`config.mk`:
```
export PLATFORM = sky130hd
export DESIGN_NAME = sqrt_arbiter
export DESIGN_NICKNAME = d
export VERILOG_FILES = /design/src/rtl/sqrt_arbiter.sv
export SDC_FILE = /design/constraint.sdc
export NUM_CORES = 1
export LEC_CHECK = 0
export CAP_MARGIN = 0
export CORE_MARGIN = 2
export CORE_UTILIZATION = 36
export DETAILED_ROUTE_END_ITERATION = 16
export MAX_ROUTING_LAYER = met4
export PLACE_DENSITY = 0.73
export SETUP_SLACK_MARGIN = 0.05
export SYNTH_ARGS = -nofsm -noshare
export SYNTH_HDL_FRONTEND = slang
export SYNTH_SLANG_ARGS = --single-unit
```
`constraint.sdc`:
```
create_clock -name Clock -period 3.6 [get_ports Clock]
set_input_delay 0.72 -clock Clock [delete_from_list [all_inputs] [get_ports Clock]]
set_output_delay 0.72 -clock Clock [all_outputs]
set_load 0.01 [all_outputs]
```
`src/rtl/sqrt_arbiter.sv`:
```
// Two-requester round-robin front end for a shared square_root engine.
// Optional RUN watchdog enabled by defining SQRT_ARB_TIMEOUT_EN.
module sqrt_arbiter #(
  parameter int N       = 28,
  parameter int TIMEOUT = 32
) (
  input  logic           Clock,
  input  logic           reset,
  input  logic           rq0_valid,
  input  logic [N-1:0]   rq0_data,
  output logic           rq0_ready,
  input  logic           rq1_valid,
  input  logic [N-1:0]   rq1_data,
  output logic           rq1_ready,
  output logic           rs0_valid,
  output logic [N/2-1:0] rs0_root,
  output logic           rs0_err,
  output logic           rs1_valid,
  output logic [N/2-1:0] rs1_root,
  output logic           rs1_err,
  output logic           eng_rst_n,
  output logic [N-1:0]   eng_num,
  input  logic           eng_done,
  input  logic [N/2-1:0] eng_root,
  input  logic           eng_err
);

  localparam int H = N / 2;

  typedef enum logic [1:0] {
    IDLE = 2'd0,
    RUN  = 2'd1,
    RESP = 2'd2
  } state_t;

  state_t         state_r, state_s;
  logic           last_grant_r, owner_r;
  logic           grant_s, hs_s, idle_s, neg_s, resp_owner_s, tmo_s;
  logic [H-1:0]   res_root_s;
  logic           res_err_s;

  // Round-robin pick: on contention favour whoever was not served last.
  always_comb begin
    grant_s = 1'b0;
    if (rq0_valid && rq1_valid) begin
      grant_s = ~last_grant_r;
    end else if (rq1_valid) begin
      grant_s = 1'b1;
    end else begin
      grant_s = 1'b0;
    end
  end

  assign idle_s       = (state_r == IDLE);
  assign rq0_ready    = idle_s && rq0_valid && !grant_s;
  assign rq1_ready    = idle_s && rq1_valid && grant_s;
  assign hs_s         = rq0_ready || rq1_ready;
  assign neg_s        = grant_s ? rq1_data[N-1] : rq0_data[N-1];
  assign resp_owner_s = idle_s ? grant_s : owner_r;
  assign eng_rst_n    = (state_r == RUN);

`ifdef SQRT_ARB_TIMEOUT_EN
  localparam int CW = $clog2(TIMEOUT + 1);
  localparam logic [CW-1:0] TMO_LAST = CW'(TIMEOUT - 1);
  logic [CW-1:0] tmo_cnt_r;

  // RUN-cycle counter; held at zero outside RUN so it restarts on every entry.
  always_ff @(posedge Clock or negedge reset) begin
    if (!reset) begin
      tmo_cnt_r <= {CW{1'b0}};
    end else if (state_r != RUN) begin
      tmo_cnt_r <= {CW{1'b0}};
    end else begin
      tmo_cnt_r <= tmo_cnt_r + {{(CW-1){1'b0}}, 1'b1};
    end
  end

  assign tmo_s = (state_r == RUN) && (tmo_cnt_r == TMO_LAST);
`else
  // No watchdog in this build: the compare is always false for a legal TIMEOUT.
  assign tmo_s = (TIMEOUT < 32'sd0);
`endif

  // Next-state decode and the result that will be presented in RESP.
  always_comb begin
    state_s    = state_r;
    res_root_s = {H{1'b0}};
    res_err_s  = 1'b0;
    case (state_r)
      IDLE: begin
        if (hs_s && neg_s) begin
          state_s   = RESP;
          res_err_s = 1'b1;
        end else if (hs_s) begin
          state_s = RUN;
        end else begin
          state_s = IDLE;
        end
      end
      RUN: begin
        if (eng_done) begin
          state_s    = RESP;
          res_root_s = eng_root;
          res_err_s  = eng_err;
        end else if (eng_err || tmo_s) begin
          state_s   = RESP;
          res_err_s = 1'b1;
        end else begin
          state_s = RUN;
        end
      end
      RESP:    state_s = IDLE;
      default: state_s = IDLE;
    endcase
  end

  // State register, ownership pointer and engine operand capture.
  always_ff @(posedge Clock or negedge reset) begin
    if (!reset) begin
      state_r      <= IDLE;
      last_grant_r <= 1'b1;
      owner_r      <= 1'b0;
      eng_num      <= {N{1'b0}};
    end else begin
      state_r <= state_s;
      if (hs_s) begin
        owner_r      <= grant_s;
        last_grant_r <= grant_s;
        eng_num      <= grant_s ? rq1_data : rq0_data;
      end else begin
        owner_r      <= owner_r;
        last_grant_r <= last_grant_r;
        eng_num      <= eng_num;
      end
    end
  end

  // Response registers: pulse valid for the owner, the other side keeps its result.
  always_ff @(posedge Clock or negedge reset) begin
    if (!reset) begin
      rs0_valid <= 1'b0;
      rs0_root  <= {H{1'b0}};
      rs0_err   <= 1'b0;
      rs1_valid <= 1'b0;
      rs1_root  <= {H{1'b0}};
      rs1_err   <= 1'b0;
    end else begin
      rs0_valid <= 1'b0;
      rs1_valid <= 1'b0;
      if (state_s == RESP && resp_owner_s) begin
        rs1_valid <= 1'b1;
        rs1_root  <= res_root_s;
        rs1_err   <= res_err_s;
      end else if (state_s == RESP) begin
        rs0_valid <= 1'b1;
        rs0_root  <= res_root_s;
        rs0_err   <= res_err_s;
      end else begin
        rs0_root <= rs0_root;
        rs0_err  <= rs0_err;
        rs1_root <= rs1_root;
        rs1_err  <= rs1_err;
      end
    end
  end

endmodule

```
## Yosys cells after proc, flatten, opt, wreduce, memory -nomap -nowiden

Cells that the tools add are included.

| word-level totals | value |
|---|---|
| bits in registers | 64 |
| input bits | 76 |
| output and inout bits | 63 |
| word-level logic and storage cells | 44 |

| operators by class | value |
|---|---|
| equal/unequal tests | 2 |
| mux-type cells | 19 |
| bitwise gates (word level) | 2 |
| reductions and logical operators | 11 |

Operators with widths:

| kind | number |
|---|---|
| 14-bit two-way mux | 2 |
| 28-bit two-way mux | 1 |
| 1-bit two-way mux | 11 |
| 1-bit logical AND | 7 |
| 2-bit two-way mux | 3 |
| 2-bit one-hot mux with 2 select lines | 1 |
| 2-bit by 1-bit equality test with 1-bit output (second input constant) | 1 |
| 2-bit equality test (second input constant) | 1 |
| 2-bit logical NOT | 1 |
| 1-bit NOT | 2 |
| 1-bit one-hot mux with 2 select lines | 1 |
| 2-bit AND reduction | 1 |
| 1-bit logical NOT | 1 |
| 1-bit logical OR | 1 |

## Longest topological paths before layout

Gate-level depths: netlist of the first run.

| logic depth | value |
|---|---|
| depth after elaboration | 12 |
| gate-level depth with buffers | 7 |

## Worst setup path after synthesis of the first run

OpenSTA, ideal clock, no wires.

| timing | value |
|---|---|
| path type | input -> output |
| from | in rq1_valid |
| to | out rq0_ready |
| data arrival time | 1.576 ns |
| required time | 2.880 ns |
| path slack | 1.304 ns |
| stages on the path | 4 |
| cells stage by stage | a21boi_2 > buf_4 > buf_4 > nor3_1 |

| between the ends | value |
|---|---|
| longest elaborated chain between the ends | 4 |

Ends and longest elaborated chain:

| what | RTL line | RTL |
|---|---|---|
| start: declaration | 12 | `input logic rq1_valid,` |
| 1-bit two-way mux or 1-bit logical AND (tied branches) | 47, 45 |  |
| 1-bit two-way mux * | 45 | `if (rq0_valid && rq1_valid) begin` |
| 1-bit logical NOT * | 55 | `assign rq0_ready = idle_s && rq0_valid && !grant_s;` |
| 1-bit logical AND * | 55 |  |
| end: declaration | 11 | `output logic rq0_ready,` |

Mark *: on every way between the ends. The rest lies on a longest branch, timed or not.

## Worst setup path after layout of the first run

| timing | value |
|---|---|
| from | in rq1_valid |
| to | out rq1_ready |

| between the ends | value |
|---|---|
| longest elaborated chain between the ends | 3 |

Ends and longest elaborated chain:

| what | RTL line | RTL |
|---|---|---|
| 1-bit two-way mux or 1-bit logical AND (tied branches) | 47, 45 |  |
| 1-bit two-way mux | 45 |  |
| 1-bit logical AND * | 56 | `assign rq1_ready = idle_s && rq1_valid && grant_s;` |
| end: declaration | 14 | `output logic rq1_ready,` |

Marked as above.

==> results.sh, run 1 <==
export IMPL_synth_ff_type="dfrtp_1"
export IMPL_grt_pass1_wl_mm=12.1
export IMPL_io_buffers=138
export IMPL_core_area_mm2=0.00769
export IMPL_status="completed"
export IMPL_synth_seq_area_share_pct=56.4
export IMPL_async_flop_share_pct=100
export IMPL_crit_top_cell="clkdlybuf4s50_1"
export IMPL_ys_ff_latch=64
export IMPL_cp_required_ns=2.88
export IMPL_track_usage_pct=18.6
export IMPL_finalSetupTns_ns=0
export IMPL_die_height_um=92.9
export IMPL_dp_slack_ns=0.456
export IMPL_grt_max_degree=45
export IMPL_cts_hold_buf=0
export IMPL_vias=2528
export IMPL_worstMarginPinSlew_ns=1.01
export IMPL_ir_drop_mv=0.313
export IMPL_nNetsFinal=473
export IMPL_row_count=32
export IMPL_insertion_delay_ns=0.33
export IMPL_startpoint="rq1_valid"
export IMPL_gp_congestion=0.741
export IMPL_final_cell_mix="137 x clkdlybuf4s50_1, 63 x dfrtp_1, 30 x nor2_1"
export IMPL_antenna_found_initial=0
export IMPL_cp_end_kind="output pin"
export IMPL_cts_resized=0
export IMPL_clock_fmax_mhz=320
export IMPL_wl_mm=7.62
export IMPL_drive_above_1_share_pct=6.72
export IMPL_die_w_um=92.9
export IMPL_mostFrequentLayoutCell="clkdlybuf4s50_1"
export IMPL_postCtsSetupBuffers=0
export IMPL_hold_class="flop to flop"
export IMPL_area_delta_synth_final_pct=59.2
export IMPL_clockRootBuffer="clkbuf_8"
export IMPL_ff2ff_setup_slack_ns=1.28
export IMPL_cp_cell_sequence="clkdlybuf4s50_1 -> a21boi_4 -> nand2_1 -> inv_1 -> clkdlybuf4s50_1"
export IMPL_post_drt_wl_per_cell_um=15.1
export IMPL_n_antenna_cell=0
export IMPL_grt_pass1_vias=2455
export IMPL_instances_no_fill=504
export IMPL_powerDensity_mw_per_mm2=847
export IMPL_cts_buffer_depth=2
export IMPL_synth_cell_type_count=31
export IMPL_finalCriticalPeriod_ns=3.12
export IMPL_p_leak_nw=1.87
export IMPL_critPathKind="input pin to output pin"
export IMPL_synth_edf_count=0
export IMPL_finalInstanceArea_mm2=0.00453
export IMPL_crit_fanout=9
export IMPL_critPathMaxStageDelay_ns=0.53
export IMPL_cap_violations=0
export IMPL_dp_hpwl_mm=5.50
export IMPL_r2r_start="state_r[0]$_DFF_PN0_"
export IMPL_htreeDepth=3
export IMPL_crit_end="rq1_ready"
export IMPL_placed_area_mm2=0.00431
export IMPL_synth_cells=261
export IMPL_setup_ws_ns=0.477
export IMPL_critPathSlowestCell="clkdlybuf4s50_1"
export IMPL_grt_setup_unrepaired="no"
export IMPL_rr_endpoint="rs1_err$_DFFE_PN0P_"
export IMPL_die_area_mm2=0.00863
export IMPL_hold_ws_ns=0.501
export IMPL_synth_area_per_cell_um2=10.9
export IMPL_drt_pass1_iter_count=4
export IMPL_crit_path_start_kind="input pin"
export IMPL_slew_headroom_pct=33.0
export IMPL_cts_tree="built"
export IMPL_synth_warnings=0
export IMPL_dp_cells=488
export IMPL_io_pins=139
export IMPL_cp_arrival_ns=2.40
export IMPL_clock_skew_ns=0.00848
export IMPL_final_max_slew_viol_count=0
export IMPL_drt_initial_drc_count=100
export IMPL_syn_nets=337
export IMPL_vias_per_cell=5.02
export IMPL_hold_viol_final=0
export IMPL_detail_route_antenna_nets=0
export IMPL_initial_core_util_pct=37.0
export IMPL_cts_sinks=64
export IMPL_clk_pin_slew_worst_paths_ns=0.08
export IMPL_finalCritPeriodShare_pct=86.8
export IMPL_grt_ovfl_total=0
export IMPL_drc_errors=0
export IMPL_netlist_area_mm2=0.00284
export IMPL_cts_buffers=9
export IMPL_r2r_cells=4
export IMPL_setup_viol=0
-- report_power, final --
part	switching, mW	total, mW	internal (mW)
sequential	0.219	1.29	1.07
combinational	0.867	1.88	1.01
clock	0.278	0.668	0.391
-- synthesized netlist by cell type, types with 2 or more instances --
library cell  count  share of area (%)
a21oi_1          29                5.1
a22o_1           14                4.3
a32oi_1          14                4.3
and2_1            2               0.44
buf_2             9                1.6
buf_4             2               0.53
clkbuf_1          7               0.92
dfrtp_1          63                 55
inv_1             4               0.53
mux2i_1          28                9.9
nand2_1          22                2.9
nand2b_1          2               0.44
nor2_1           31                4.1
o211ai_1         14                3.7
o21a_1            2               0.53
o21ai_0           2               0.35
o32ai_1           2               0.62
-- routing by layer --
layer / up-vias / track usage [%] / wire length (µm)
met4: 0 / 5.88 / 75
met3: 8 / 6.18 / 623
met1: 1190 / 22.3 / 3280
met5: - / - / 0
met2: 110 / 29.7 / 3630
li1: 1220 / - / -
-- layout make-up --
cell class              instances  area (µm²)
clock buffers                  11         131
flip-flops and latches         64        1600
well taps                     102         128
repair buffers                145        1430
inverters                       5        18.8
multi-input cells             172        1140
fillers                       658        3160
clock inverters                 5        81.3
-- worst max-delay path: cells and delay by family --
family | cells | cell delay [ns]
simple gates | 1 | 0.16
compound gates | 1 | 0.37
buf+inv | 3 | 1.15
-- sequential cells by signal, indices dropped and copies added, names as in the netlist --
signal        count
eng_num          28
rs0_root         14
rs1_root         14
state_r           2
last_grant_r      1
owner_r           1
rs0_err           1
rs0_valid         1
rs1_err           1
rs1_valid         1
-- stage by stage --
step | total power [mW] | util (%)
floorplan | 2.22 | -
global placement | 3.14 | 56.1
detailed placement | 3.19 | 56.1
CTS | 3.87 | 58.9
global route | 4.11 | 58.9
finish | 3.84 | 58.9
-- worst min path at each step --
stage | start | endpoint | depth (start not counted)
CTS | eng_num[27]$_DFFE_PN0N_ | eng_num[27]$_DFFE_PN0N_ | 1
global placement | eng_num[27]$_DFFE_PN0N_ | eng_num[27]$_DFFE_PN0N_ | 1
finish | eng_num[27]$_DFFE_PN0N_ | eng_num[27]$_DFFE_PN0N_ | 1
detailed placement | eng_num[27]$_DFFE_PN0N_ | eng_num[27]$_DFFE_PN0N_ | 1
floorplan | reset | eng_num[0]$_DFFE_PN0N_ | 0
global route | rs0_root[10]$_DFFE_PN0P_ | rs0_root[10]$_DFFE_PN0P_ | 1
-- cell families (layout without fill, tap and decap cells) --
logic type	after synthesis	in the layout	synth area share, %
muxes	28	28	9.85
AOI/OAI and AO/OA	82	82	20.6
and+or+nand+nor	62	62	8.98
buffers and inverters	25	166	4.22
DFF	64	64	56.4
No activity file was read; power rests on OpenSTA's default activity.
==> inputs of run 2 (changes only) <==
CTS_CLUSTER_SIZE = 10   (was default)
==> results of run 2 <==
Same layout as run 1: the final DEF is identical, and so are final timing and power.
==> inputs of run 3 (changes only) <==
CORE_ASPECT_RATIO = 0.7   (was default)
CTS_BUF_LIST = sky130_fd_sc_hd__clkbuf_16   (was default)
==> results.sh, run 3 (synthesis results as in run 1) <==
export IMPL_gp_congestion=0.780
export IMPL_die_area_mm2=0.00864
export IMPL_crit_path_start_kind="input pin"
export IMPL_cts_tree="built"
export IMPL_placed_area_mm2=0.00431
export IMPL_detail_route_antenna_nets=0
export IMPL_hold_viol_final=0
export IMPL_cts_resized=0
export IMPL_top_register="eng_num"
export IMPL_die_w_um=110
export IMPL_largest_reg_flops=28
export IMPL_finalInstanceArea_mm2=0.00460
export IMPL_drt_initial_drc_count=147
export IMPL_track_usage_pct=20.0
export IMPL_drc_errors=0
export IMPL_die_height_um=78.4
export IMPL_wl_mm=8.07
export IMPL_final_max_slew_viol_count=0
export IMPL_dp_hpwl_mm=5.94
export IMPL_hold_class="input pin to asynchronous set/reset pin"
export IMPL_drive_above_1_share_pct=6.47
export IMPL_antenna_found_initial=0
export IMPL_total_power_mw=4.02
export IMPL_instances_no_fill=503
export IMPL_clock_fmax_mhz=340
export IMPL_grt_pass1_wl_mm=12.8
export IMPL_core_area_mm2=0.00777
export IMPL_clock_skew_ns=0.00617
export IMPL_cts_buffers=9
export IMPL_mostFrequentLayoutCell="clkdlybuf4s50_1"
export IMPL_critPathKind="input pin to output pin"
export IMPL_worstMarginPinSlew_ns=0.682
export IMPL_cts_buffer_depth=2
export IMPL_p_leak_nw=1.91
export IMPL_row_count=27
export IMPL_slew_headroom_pct=54.5
export IMPL_cp_required_ns=2.88
export IMPL_cts_sinks=64
export IMPL_cap_violations=0
export IMPL_finalCritPeriodShare_pct=81.7
export IMPL_initial_core_util_pct=36.6
export IMPL_vias=2564
export IMPL_fillers=663
export IMPL_grt_pass1_vias=2551
export IMPL_io_buffers=138
export IMPL_cp_arrival_ns=2.22
export IMPL_final_cell_mix="137 x clkdlybuf4s50_1, 63 x dfrtp_1, 30 x nor2_1"
export IMPL_hold_ws_ns=0.300
export IMPL_dp_cells=487
export IMPL_postCtsSetupBuffers=0
export IMPL_finalCriticalPeriod_ns=2.94
export IMPL_io_pins=139
export IMPL_status="completed"
export IMPL_biggestRegsByFlops="eng_num: 28 flops, rs0_root: 14 flops, rs1_root: 14 flops"
export IMPL_finalSetupTns_ns=0
export IMPL_powerDensity_mw_per_mm2=873
export IMPL_vias_per_cell=5.10
export IMPL_cts_hold_buf=0
export IMPL_clockRootBuffer="clkbuf_16"
export IMPL_htreeDepth=3
export IMPL_nNetsFinal=473
export IMPL_crit_fanout=5
export IMPL_insertion_delay_ns=0.32
export IMPL_ir_drop_mv=0.356
export IMPL_area_delta_synth_final_pct=61.9
export IMPL_grt_ovfl_total=0
export IMPL_post_drt_wl_per_cell_um=16.0
export IMPL_setup_viol=0
export IMPL_cp_end_kind="output pin"
export IMPL_grt_max_degree=55
export IMPL_grt_setup_unrepaired="no"
export IMPL_clk_pin_slew_worst_paths_ns=0.06
export IMPL_drt_pass1_iter_count=4
export IMPL_n_antenna_cell=0
## run 3: cell count changes in the layout (fill, tap and decap cells not counted)
cell and change:
clkinv_2 -1, bufinv_16 -1, clkbuf_8 -9, inv_1 +2, clkinvlp_4 +1, clkbuf_1 -2
clkinv_1 +1, clkbuf_16 +9
## run 3: metal layers
metal  up-vias  part of all wire [%]  GRT usage (%)
li1       1224                     -              -
met1      1247                    44           26.3
met2        86                    48           30.7
met3         7                   6.2           4.57
met4         0                   1.4           6.88
met5         -                     0              -
## run 3: final timing paths
check	slack (ns)	cells after the start	to	start
worst max-delay path	0.66	4	rq0_ready	rq0_valid
worst min-delay path	0.30	1	rs0_root[3]$_DFFE_PN0P_	reset
worst max register to register	1.27	6	rs0_root[9]$_DFFE_PN0P_	last_grant_r$_DFFE_PN1N_
worst min register to register	0.50	1	rs0_root[12]$_DFFE_PN0P_	rs0_root[12]$_DFFE_PN0P_
max in group asynchronous	2.65	2	eng_num[15]$_DFFE_PN0N_	reset
min in group Clock	0.50	1	rs0_root[12]$_DFFE_PN0P_	rs0_root[12]$_DFFE_PN0P_
## run 3: area by class of cell
cell class / count / area [µm²] / area share (%)
clock buffer: 9 / 225 / 4.89
clock inverter: 7 / 65.1 / 1.41
inverter: 5 / 18.8 / 0.408
multi-input combinational: 172 / 1140 / 24.7
sequential: 64 / 1600 / 34.8
tap: 101 / 126 / 2.75
timing repair buffer: 145 / 1430 / 31.0
## run 3: report_power, final
part / total (mW) / switching (mW) / internal [mW]
Sequential: 1.30 / 0.228 / 1.07
Clock: 0.838 / 0.309 / 0.529
Combinational: 1.88 / 0.878 / 1.00
Total: 4.02 / 1.41 / 2.61
## run 3: metrics by stage
step	utilization, %	setup WS, ns
floorplan	-	1.30
global placement	55.5	0.517
detailed placement	55.5	0.421
CTS	59.2	0.649
global route	59.2	0.542
finish	59.2	0.660
## run 3: critical path, stage by stage
cell             delay (ns)
clkdlybuf4s50_1        0.61
a21boi_4               0.09
nor3_1                 0.20
clkdlybuf4s50_1        0.60
